### src/rtl/veda_mem_arbiter_if.sv
// +----------------------------------------------------------------------------+
// | veda_mem_arbiter_if : client command bus and memory pin bundle for         |
// |                       veda_mem_arbiter (two requesters, 32x32 memory).     |
// | Revision 1.0                                                               |
// +----------------------------------------------------------------------------+
`default_nettype none

interface veda_mem_arbiter_if #(
  parameter int AW = 5,
  parameter int DW = 32
) ();
  logic [1:0]      req;
  logic [1:0]      we;
  logic [2*AW-1:0] addr;
  logic [2*DW-1:0] wdata;
  logic [1:0]      gnt;
  logic [1:0]      done;
  logic [DW-1:0]   rdata;
  logic            busy;
  logic            mem_we;
  logic            mem_mode;
  logic [AW-1:0]   mem_addr;
  logic [DW-1:0]   mem_wdata;
  logic [DW-1:0]   mem_rdata;

  modport slave (
    input  req, we, addr, wdata, mem_rdata,
    output gnt, done, rdata, busy, mem_we, mem_mode, mem_addr, mem_wdata
  );

  modport master (
    output req, we, addr, wdata, mem_rdata,
    input  gnt, done, rdata, busy, mem_we, mem_mode, mem_addr, mem_wdata
  );
endinterface

`default_nettype wire

### src/rtl/veda_mem_arbiter.sv
// +----------------------------------------------------------------------------+
// | veda_mem_arbiter : two-requester arbiter/sequencer for the 32x32 memory,   |
// |                    round-robin, or strict priority if                      |
// |                    VEDA_ARB_FIXED_PRIO_EN is defined.                      |
// | Revision 1.0                                                               |
// +----------------------------------------------------------------------------+
`default_nettype none

module veda_mem_arbiter #(
  parameter int AW   = 5,
  parameter int DW   = 32,
  parameter int NREQ = 2
) (
  input  logic               clk,
  input  logic               reset,
  veda_mem_arbiter_if.slave  bus
);

  typedef enum logic [2:0] {
    IDLE = 3'd0,
    WR   = 3'd1,
    RD   = 3'd2,
    RW1  = 3'd3,
    RW2  = 3'd4
  } state_t;

  state_t            state, state_nx;
  logic              id;
  logic [AW-1:0]     cmd_addr;
  logic [DW-1:0]     cmd_wdata;
  logic [NREQ-1:0]   gnt_r, gnt_nx;
  logic [NREQ-1:0]   done_r, done_nx;
  logic [DW-1:0]     rdata_r;
  logic              load_cmd;
  logic              win;
  logic [AW-1:0]     win_addr;
  logic [DW-1:0]     win_wdata;

`ifdef VEDA_ARB_FIXED_PRIO_EN
  // Requester 0 always wins; requester 1 only gets the bus when 0 is quiet.
  assign win = ~bus.req[0];
`else
  logic ptr;
  // ptr names the tie winner; a lone requester wins regardless of ptr.
  assign win = (bus.req == 2'b11) ? ptr : ~bus.req[0];
`endif

  assign win_addr  = win ? bus.addr[2*AW-1:AW]  : bus.addr[AW-1:0];
  assign win_wdata = win ? bus.wdata[2*DW-1:DW] : bus.wdata[DW-1:0];

  always_comb begin
    state_nx = state;
    gnt_nx   = '0;
    done_nx  = '0;
    load_cmd = 1'b0;
    case (state)
      IDLE: begin
        if (|bus.req) begin
          load_cmd     = 1'b1;
          gnt_nx[win]  = 1'b1;
          state_nx     = bus.we[win] ? WR : RD;
        end
      end
      WR: begin
        done_nx[id] = 1'b1;
        state_nx    = IDLE;
      end
      RD:  state_nx = RW1;
      RW1: state_nx = RW2;
      RW2: begin
        done_nx[id] = 1'b1;
        state_nx    = IDLE;
      end
      default: state_nx = IDLE;
    endcase
  end

  always_ff @(posedge clk or posedge reset) begin
    if (reset) begin
      state     <= IDLE;
      id        <= 1'b0;
      cmd_addr  <= '0;
      cmd_wdata <= '0;
      gnt_r     <= '0;
      done_r    <= '0;
      rdata_r   <= '0;
`ifndef VEDA_ARB_FIXED_PRIO_EN
      ptr       <= 1'b0;
`endif
    end else begin
      state  <= state_nx;
      gnt_r  <= gnt_nx;
      done_r <= done_nx;
      if (load_cmd) begin
        id        <= win;
        cmd_addr  <= win_addr;
        cmd_wdata <= win_wdata;
`ifndef VEDA_ARB_FIXED_PRIO_EN
        ptr       <= ~win;
`endif
      end
      // data_out has been through both memory pipeline stages by RW2
      if (state == RW2) rdata_r <= bus.mem_rdata;
    end
  end

  assign bus.gnt       = gnt_r;
  assign bus.done      = done_r;
  assign bus.rdata     = rdata_r;
  assign bus.busy      = (state != IDLE);
  assign bus.mem_mode  = 1'b1;
  assign bus.mem_we    = (state == WR);
  assign bus.mem_addr  = (state == WR || state == RD) ? cmd_addr  : '0;
  assign bus.mem_wdata = (state == WR || state == RD) ? cmd_wdata : '0;

endmodule

`default_nettype wire

### src/flat_wrapper.sv
// flat-port wrapper written by rule: the top's interface ports become plain ports
module veda_mem_arbiter_flat 
#(
  parameter int AW   = 5,
  parameter int DW   = 32,
  parameter int NREQ = 2
)
  (clk, reset, bus_req, bus_we, bus_addr, bus_wdata, bus_mem_rdata, bus_gnt, bus_done, bus_rdata, bus_busy, bus_mem_we, bus_mem_mode, bus_mem_addr, bus_mem_wdata);
  veda_mem_arbiter_if #(.AW(AW), .DW(DW)) bus_i ();
  input  logic clk;
  input  logic reset;
  input wire logic [$bits(bus_i.req)-1:0] bus_req;
  input wire logic [$bits(bus_i.we)-1:0] bus_we;
  input wire logic [$bits(bus_i.addr)-1:0] bus_addr;
  input wire logic [$bits(bus_i.wdata)-1:0] bus_wdata;
  input wire logic [$bits(bus_i.mem_rdata)-1:0] bus_mem_rdata;
  output wire logic [$bits(bus_i.gnt)-1:0] bus_gnt;
  output wire logic [$bits(bus_i.done)-1:0] bus_done;
  output wire logic [$bits(bus_i.rdata)-1:0] bus_rdata;
  output wire logic [$bits(bus_i.busy)-1:0] bus_busy;
  output wire logic [$bits(bus_i.mem_we)-1:0] bus_mem_we;
  output wire logic [$bits(bus_i.mem_mode)-1:0] bus_mem_mode;
  output wire logic [$bits(bus_i.mem_addr)-1:0] bus_mem_addr;
  output wire logic [$bits(bus_i.mem_wdata)-1:0] bus_mem_wdata;
  assign bus_i.req = bus_req;
  assign bus_i.we = bus_we;
  assign bus_i.addr = bus_addr;
  assign bus_i.wdata = bus_wdata;
  assign bus_i.mem_rdata = bus_mem_rdata;
  assign bus_gnt = bus_i.gnt;
  assign bus_done = bus_i.done;
  assign bus_rdata = bus_i.rdata;
  assign bus_busy = bus_i.busy;
  assign bus_mem_we = bus_i.mem_we;
  assign bus_mem_mode = bus_i.mem_mode;
  assign bus_mem_addr = bus_i.mem_addr;
  assign bus_mem_wdata = bus_i.mem_wdata;
  veda_mem_arbiter #(.AW(AW), .DW(DW), .NREQ(NREQ)) u_core (.clk(clk), .reset(reset), .bus(bus_i));
endmodule
### config.mk
export PLATFORM = sky130hd
export DESIGN_NAME = veda_mem_arbiter_flat
export DESIGN_NICKNAME = d
export VERILOG_FILES = /design/src/rtl/veda_mem_arbiter_if.sv /design/src/rtl/veda_mem_arbiter.sv /design/src/flat_wrapper.sv
export SDC_FILE = /design/constraint.sdc
export NUM_CORES = 1
export LEC_CHECK = 0
export CORE_ASPECT_RATIO = 1.4
export CORE_MARGIN = 3
export CORE_UTILIZATION = 39
export DETAILED_ROUTE_END_ITERATION = 12
export GPL_TIMING_DRIVEN = 0
export PLACE_DENSITY = 0.77
export SKIP_CTS_REPAIR_TIMING = 1
export SYNTH_ARGS = -nofsm -noshare
export SYNTH_HDL_FRONTEND = slang
export SYNTH_SLANG_ARGS = --single-unit
### constraint.sdc
create_clock -name clk -period 2.65 [get_ports clk]
set_input_delay 0.3975 -clock clk [delete_from_list [all_inputs] [get_ports clk]]
set_output_delay 0.3975 -clock clk [all_outputs]
set_load 0.05 [all_outputs]
==> out/results.txt, run 1 <==
Initial Util - 0.406
All-Layer GR Usage - 0.196
Final Critical Period - 2.52 ns
Antenna Cells - 0
WL final - 10.1 mm
final critical-path share of the clock period - 0.951
Seq/Total Area, Yosys - 0.552
Max clock buf depth - 2
die width - 86.5 um
Final WS setup - 0.131 ns
Largest stage delay, worst path - 0.44 ns
Power Total - 0.00863 W
Post-Place Cells - 602
final hold violations - 0
Worst setup SP type - register
pin count of the biggest net entering global routing - 56
most frequent cell after synthesis - dfrtp_1
Cell Area, Placed - 5560 um^2
Clock H-tree levels - 3
Post-synth top flop - dfrtp_1
initial antenna violation count - 0
DR DRC count - 0
r2r startpoint - u_core.state[0]
Slew HR - 0.634
Avg WL per Cell - 16.3 um
Non-Filler Instances - 618
asr flop ratio synth - 1.00
synth unique cells - 25
DR iter-0 viols - 88
nets - 620
worst path required time - 2.25 ns
post-route cell area - 5800 um^2
Hold Crit Class - in2async
top cells by count, synth - dfrtp_1, inv_1, a221o_1, and2_1, nor3_1
Port Buffers - 186
Reg clk slew, reported paths - 0.06 ns
Slowest-stage cell, CP - dfrtp_1
critical path launch point - u_core.state[1]
syn_nets - 422
die height - 119 um
max-slew violation count - 0
crit-path max FO - 10
worst slew pin tran - 0.548 ns
Achievable Freq - 397 MHz
Leakage - 2.78 nW
DR vias - 3059
Setup CP Type - reg2out
1st-pass router iterations - 4
skew final - 0.00324 ns
Setup Viol. Count Final - 0
first-pass GRT wire length - 15.8 mm
I/O pin count - 188
detailed placement HPWL - 7.74 mm
Pwr Density - 1490 nW/um^2
CP cell instances - xnor2_1 -> nor2_2 -> clkbuf_2 -> and2_1 -> dlymetal6s2s_1
fraction of layout cells with a size suffix above 1 - 0.175
floorplan row count - 40
P&R area growth vs syn - 64.2%
Avg Inst Size Synth - 11.4 um^2
Max Cap Violations - 0
clk_lat worst skew - 0.33 ns
clock buffer count from CTS - 9
Yosys top cell area share - 0.552
worst path buffer plus inverter count - 2
Placement Setup Slack - -0.262 ns
antenna-violating nets left - 0
Root Driver - clkbuf_16
outcome - completed
CTS tree - built
Post-Syn Instances - 310
Synth Cell Area - 3540 um^2
DIE AREA - 10300 um^2
grt ovf - 0
delay-heaviest family, CP - buffers and inverters
Critical Path AT - 2.12 ns
Synth Warn # - 0
core area - 8710 um^2
drt via density - 4.95
largest cells by area after synthesis - dfrtp_1, a221o_1, mux2_2
number of global-route vias before repair - 3340
number of fill cells - 715
FF+latch count, synth - 78
area leader, netlist - dfrtp_1
GP Congestion - 0.734
Worst IR Drop VDD - 0.924 mV
EDFF count, synth - 0
CP Capture Type - output pin
CTS sink count - 78
## path summary, 6_finish.rpt
kind,endpoint,slack [ns],cells past startpoint
worst max-delay path,bus_mem_wdata[5],0.13,5
worst min-delay path,u_core.cmd_wdata[20],0.39,2
worst max register to register,u_core.cmd_wdata[15],0.72,5
worst min register to register,u_core.bus.done[0],0.45,1
max in group asynchronous,u_core.cmd_addr[1],1.69,3
min in group clk,u_core.bus.done[0],0.45,1
## where the power goes
| group | switching, W | total, W | internal [W] |
|---|---|---|---|
| combinational | 0.00333 | 0.00515 | 0.00181 |
| clock | 0.000473 | 0.00140 | 0.000924 |
| sequential | 0.000306 | 0.00209 | 0.00178 |
| total | 0.00411 | 0.00863 | 0.00452 |
## sequential cells by signal (all words and copies together) (netlist names)
name	flops
u_core.bus.done	2
u_core.bus.gnt	2
u_core.bus.rdata	32
u_core.cmd_addr	5
u_core.cmd_wdata	32
u_core.id	1
u_core.ptr	1
u_core.state	3
## through the flow
step | TNS (ns) | util | hold WS [ns]
2_1_floorplan | 0 | - | 0.418
6_report | 0 | 0.667 | 0.392
3_3_place_gp | -80.90 | 0.635 | 0.436
3_5_place_dp | -6.09 | 0.638 | 0.442
4_1_cts | -18.67 | 0.677 | 0.394
5_1_grt | -0.0127 | 0.667 | 0.424
## cell type report
cell class                      count  area, um^2  area share
Sequential cell                    78        1950       0.336
Tap cell                          105         131      0.0226
Inverter                           39         149      0.0257
Multi-Input combinational cell    169        1320       0.228
Clock buffer                       11         233      0.0401
Timing Repair Buffer              187        1790       0.308
Buffer                             24         123      0.0211
Clock inverter                      5         106      0.0183
## cells in the final DEF (no fill, tap or decap), drive strengths merged, types with 2 or more instances in the layout
cell type / instances
nor3b: 3
bufinv: 3
mux2: 32
o31a: 2
nor2: 8
a221o: 37
and2: 37
nand2: 2
dlymetal6s2s: 12
dfrtp: 78
nor2b: 2
clkdlybuf4s50: 148
inv: 40
clkbuf: 49
a21o: 2
nor3: 37
buf: 13
## cells by family (layout without fill, tap and decap cells)
family / count (synthesis) / count (layout) / share of synthesized area
simple gates: 91 / 91 / 0.144
flops: 78 / 78 / 0.552
buf+inv: 63 / 266 / 0.0750
compound gates: 44 / 44 / 0.123
mux: 32 / 32 / 0.102
other cells: 1 / 1 / 0.00106
xor+xnor: 1 / 1 / 0.00248
## per-layer routing
| layer | vias to the layer above | wire (um) | global-route usage | part of all wire |
|---|---|---|---|---|
| met5 | - | 0 | 0 | 0 |
| met4 | 0 | 169 | 0.0867 | 0.017 |
| met3 | 13 | 835 | 0.0502 | 0.083 |
| met2 | 120 | 5490 | 0.355 | 0.54 |
| met1 | 1456 | 3580 | 0.207 | 0.36 |
| li1 | 1470 | - | - | - |
(Power assumes the default switching activity.)
==> run 2, diff against run 1 <==
--- a/config.mk
+++ b/config.mk
@@ -6,7 +6,6 @@
 export NUM_CORES = 1
 export LEC_CHECK = 0
 export CORE_ASPECT_RATIO = 1.4
-export CORE_MARGIN = 3
 export CORE_UTILIZATION = 39
 export DETAILED_ROUTE_END_ITERATION = 12
 export GPL_TIMING_DRIVEN = 0
==> out/results.txt, run 2 (synthesis gave the netlist of run 1 again) <==
DR DRC count - 0
Root Driver - clkbuf_16
final critical-path share of the clock period - 0.954
sequential share of power - 0.247
worst path required time - 2.25 ns
Largest stage delay, worst path - 0.45 ns
Antenna Cells - 0
Clock H-tree levels - 3
Critical Path AT - 2.13 ns
clock share of power - 0.138
NetSw - 0.00410 W
FF-to-FF setup slack - 0.72 ns
Logic pwr share - 0.614
most used routing layer - met2
Min Hold Slack - 0.402 ns
initial antenna violation count - 0
number of global-route vias before repair - 3253
clock buffer count from CTS - 9
r2r startpoint - u_core.state[1]
DR vias - 3075
Final Critical Period - 2.53 ns
first-pass GRT wire length - 15.0 mm
pin count of the biggest net entering global routing - 51
Slowest-stage cell, CP - dfrtp_1
Initial Util - 0.406
floorplan row count - 40
CP Capture Type - output pin
Worst IR Drop VDD - 1.17 mV
P&R area growth vs syn - 63.2%
CTS sink count - 78
Leakage - 2.79 nW
most frequent cells in the layout - clkdlybuf4s50_1, dfrtp_1, inv_1
core area - 8710 um^2
crit-path max FO - 10
Switching Fraction - 0.489
Placement Setup Slack - -0.299 ns
Avg WL per Cell - 15.3 um
Pwr Density - 1450 nW/um^2
outcome - completed
Final Util - 0.663
cells on worst reg2reg path - 5
Final WS setup - 0.121 ns
GP Congestion - 0.787
Achievable Freq - 395 MHz
1st-pass router iterations - 4
WL final - 9.45 mm
critical path launch point - u_core.state[1]
clk_lat worst skew - 0.34 ns
Reg clk slew, reported paths - 0.06 ns
Max clock buf depth - 2
Worst setup SP type - register
skew final - 0.00323 ns
most common cell after layout, fill and taps aside - clkdlybuf4s50_1
unrepaired setup endpoints after global routing - false
max-slew violation count - 0
grt ovf - 0
Setup CP Type - reg2out
Hold Crit Class - in2async
nets - 620
Internal - 0.00429 W
DR iter-0 viols - 116
worst slew pin tran - 0.550 ns
die height - 115 um
All-Layer GR Usage - 0.212
grt met3 use - 0.0717
Max Cap Violations - 0
antenna-violating nets left - 0
CTS tree - built
CP cell instances - xnor2_1 -> nor2_4 -> clkbuf_1 -> and2_1 -> dlymetal6s2s_1
drt via density - 4.98
DIE AREA - 9460 um^2
Slew HR - 0.633
GR Layer Usage met2 - 0.374
die width - 82.5 um
R2R Path End - u_core.cmd_wdata[17]
I/O pin count - 188
Port Buffers - 186
GR Util met1 - 0.220
Setup Viol. Count Final - 0
fraction of layout cells with a size suffix above 1 - 0.173
detailed placement HPWL - 7.21 mm
final hold violations - 0
==> run 2: metrics by stage <==
stage / instance area (um^2) / setup TNS, ns / power [W] / cells
floorplan: 3540 / 0 / 0.00566 / 310
global placement: 5530 / -82.10 / 0.00737 / 601
detailed placement: 5560 / -7.46 / 0.00747 / 602
CTS: 5850 / -20.74 / 0.00866 / 618
global route: 5770 / 0 / 0.00882 / 618
finish: 5770 / 0 / 0.00839 / 618
==> run 2: worst max-delay path by stage <==
stage | depth (start not counted) | slack, ns | end
after floorplan | 1 | 0.26 | u_core.bus.done[0]
after detailed placement | 5 | -0.30 | bus_mem_wdata[18]
final | 5 | 0.12 | bus_mem_wdata[30]
after CTS | 5 | -0.67 | bus_mem_wdata[21]
after global routing | 5 | 0.001 | bus_mem_wdata[30]
after global placement | 2 | -0.98 | u_core.cmd_wdata[30]
==> run 2: power by group through the flow <==
stage | registers [W] | logic [W] | clock network [W]
after floorplan | 0.00299 | 0.00267 | 0
after CTS | 0.00207 | 0.00540 | 0.00119
final | 0.00207 | 0.00515 | 0.00116
after global placement | 0.00206 | 0.00531 | 0
after global routing | 0.00216 | 0.00543 | 0.00124
after detailed placement | 0.00209 | 0.00538 | 0
==> run 2: cell type report <==
type                            instances  area (um^2)
Tap cell                              105          131
Buffer                                 24          121
Timing Repair Buffer                  187         1800
Multi-Input combinational cell        169         1330
Fill cell                             711         2940
Clock inverter                          5         33.8
Inverter                               39          149
Sequential cell                        78         1950
Clock buffer                           11          253
==> run 2: per-layer routing <==
| metal | routed length, um | up-vias | share of wire |
|---|---|---|---|
| li1 | - | 1470 | - |
| met1 | 3410 | 1462 | 0.36 |
| met2 | 4990 | 127 | 0.53 |
| met3 | 888 | 16 | 0.094 |
| met4 | 170 | 0 | 0.018 |
| met5 | 0 | - | 0 |
==> run 2: worst max-delay path: cells and delay by family (launching register included) <==
family,cells,cell delay (ns)
xor+xnor,1,0.19
buf+inv,2,0.75
flops,1,0.45
simple gates,2,0.41
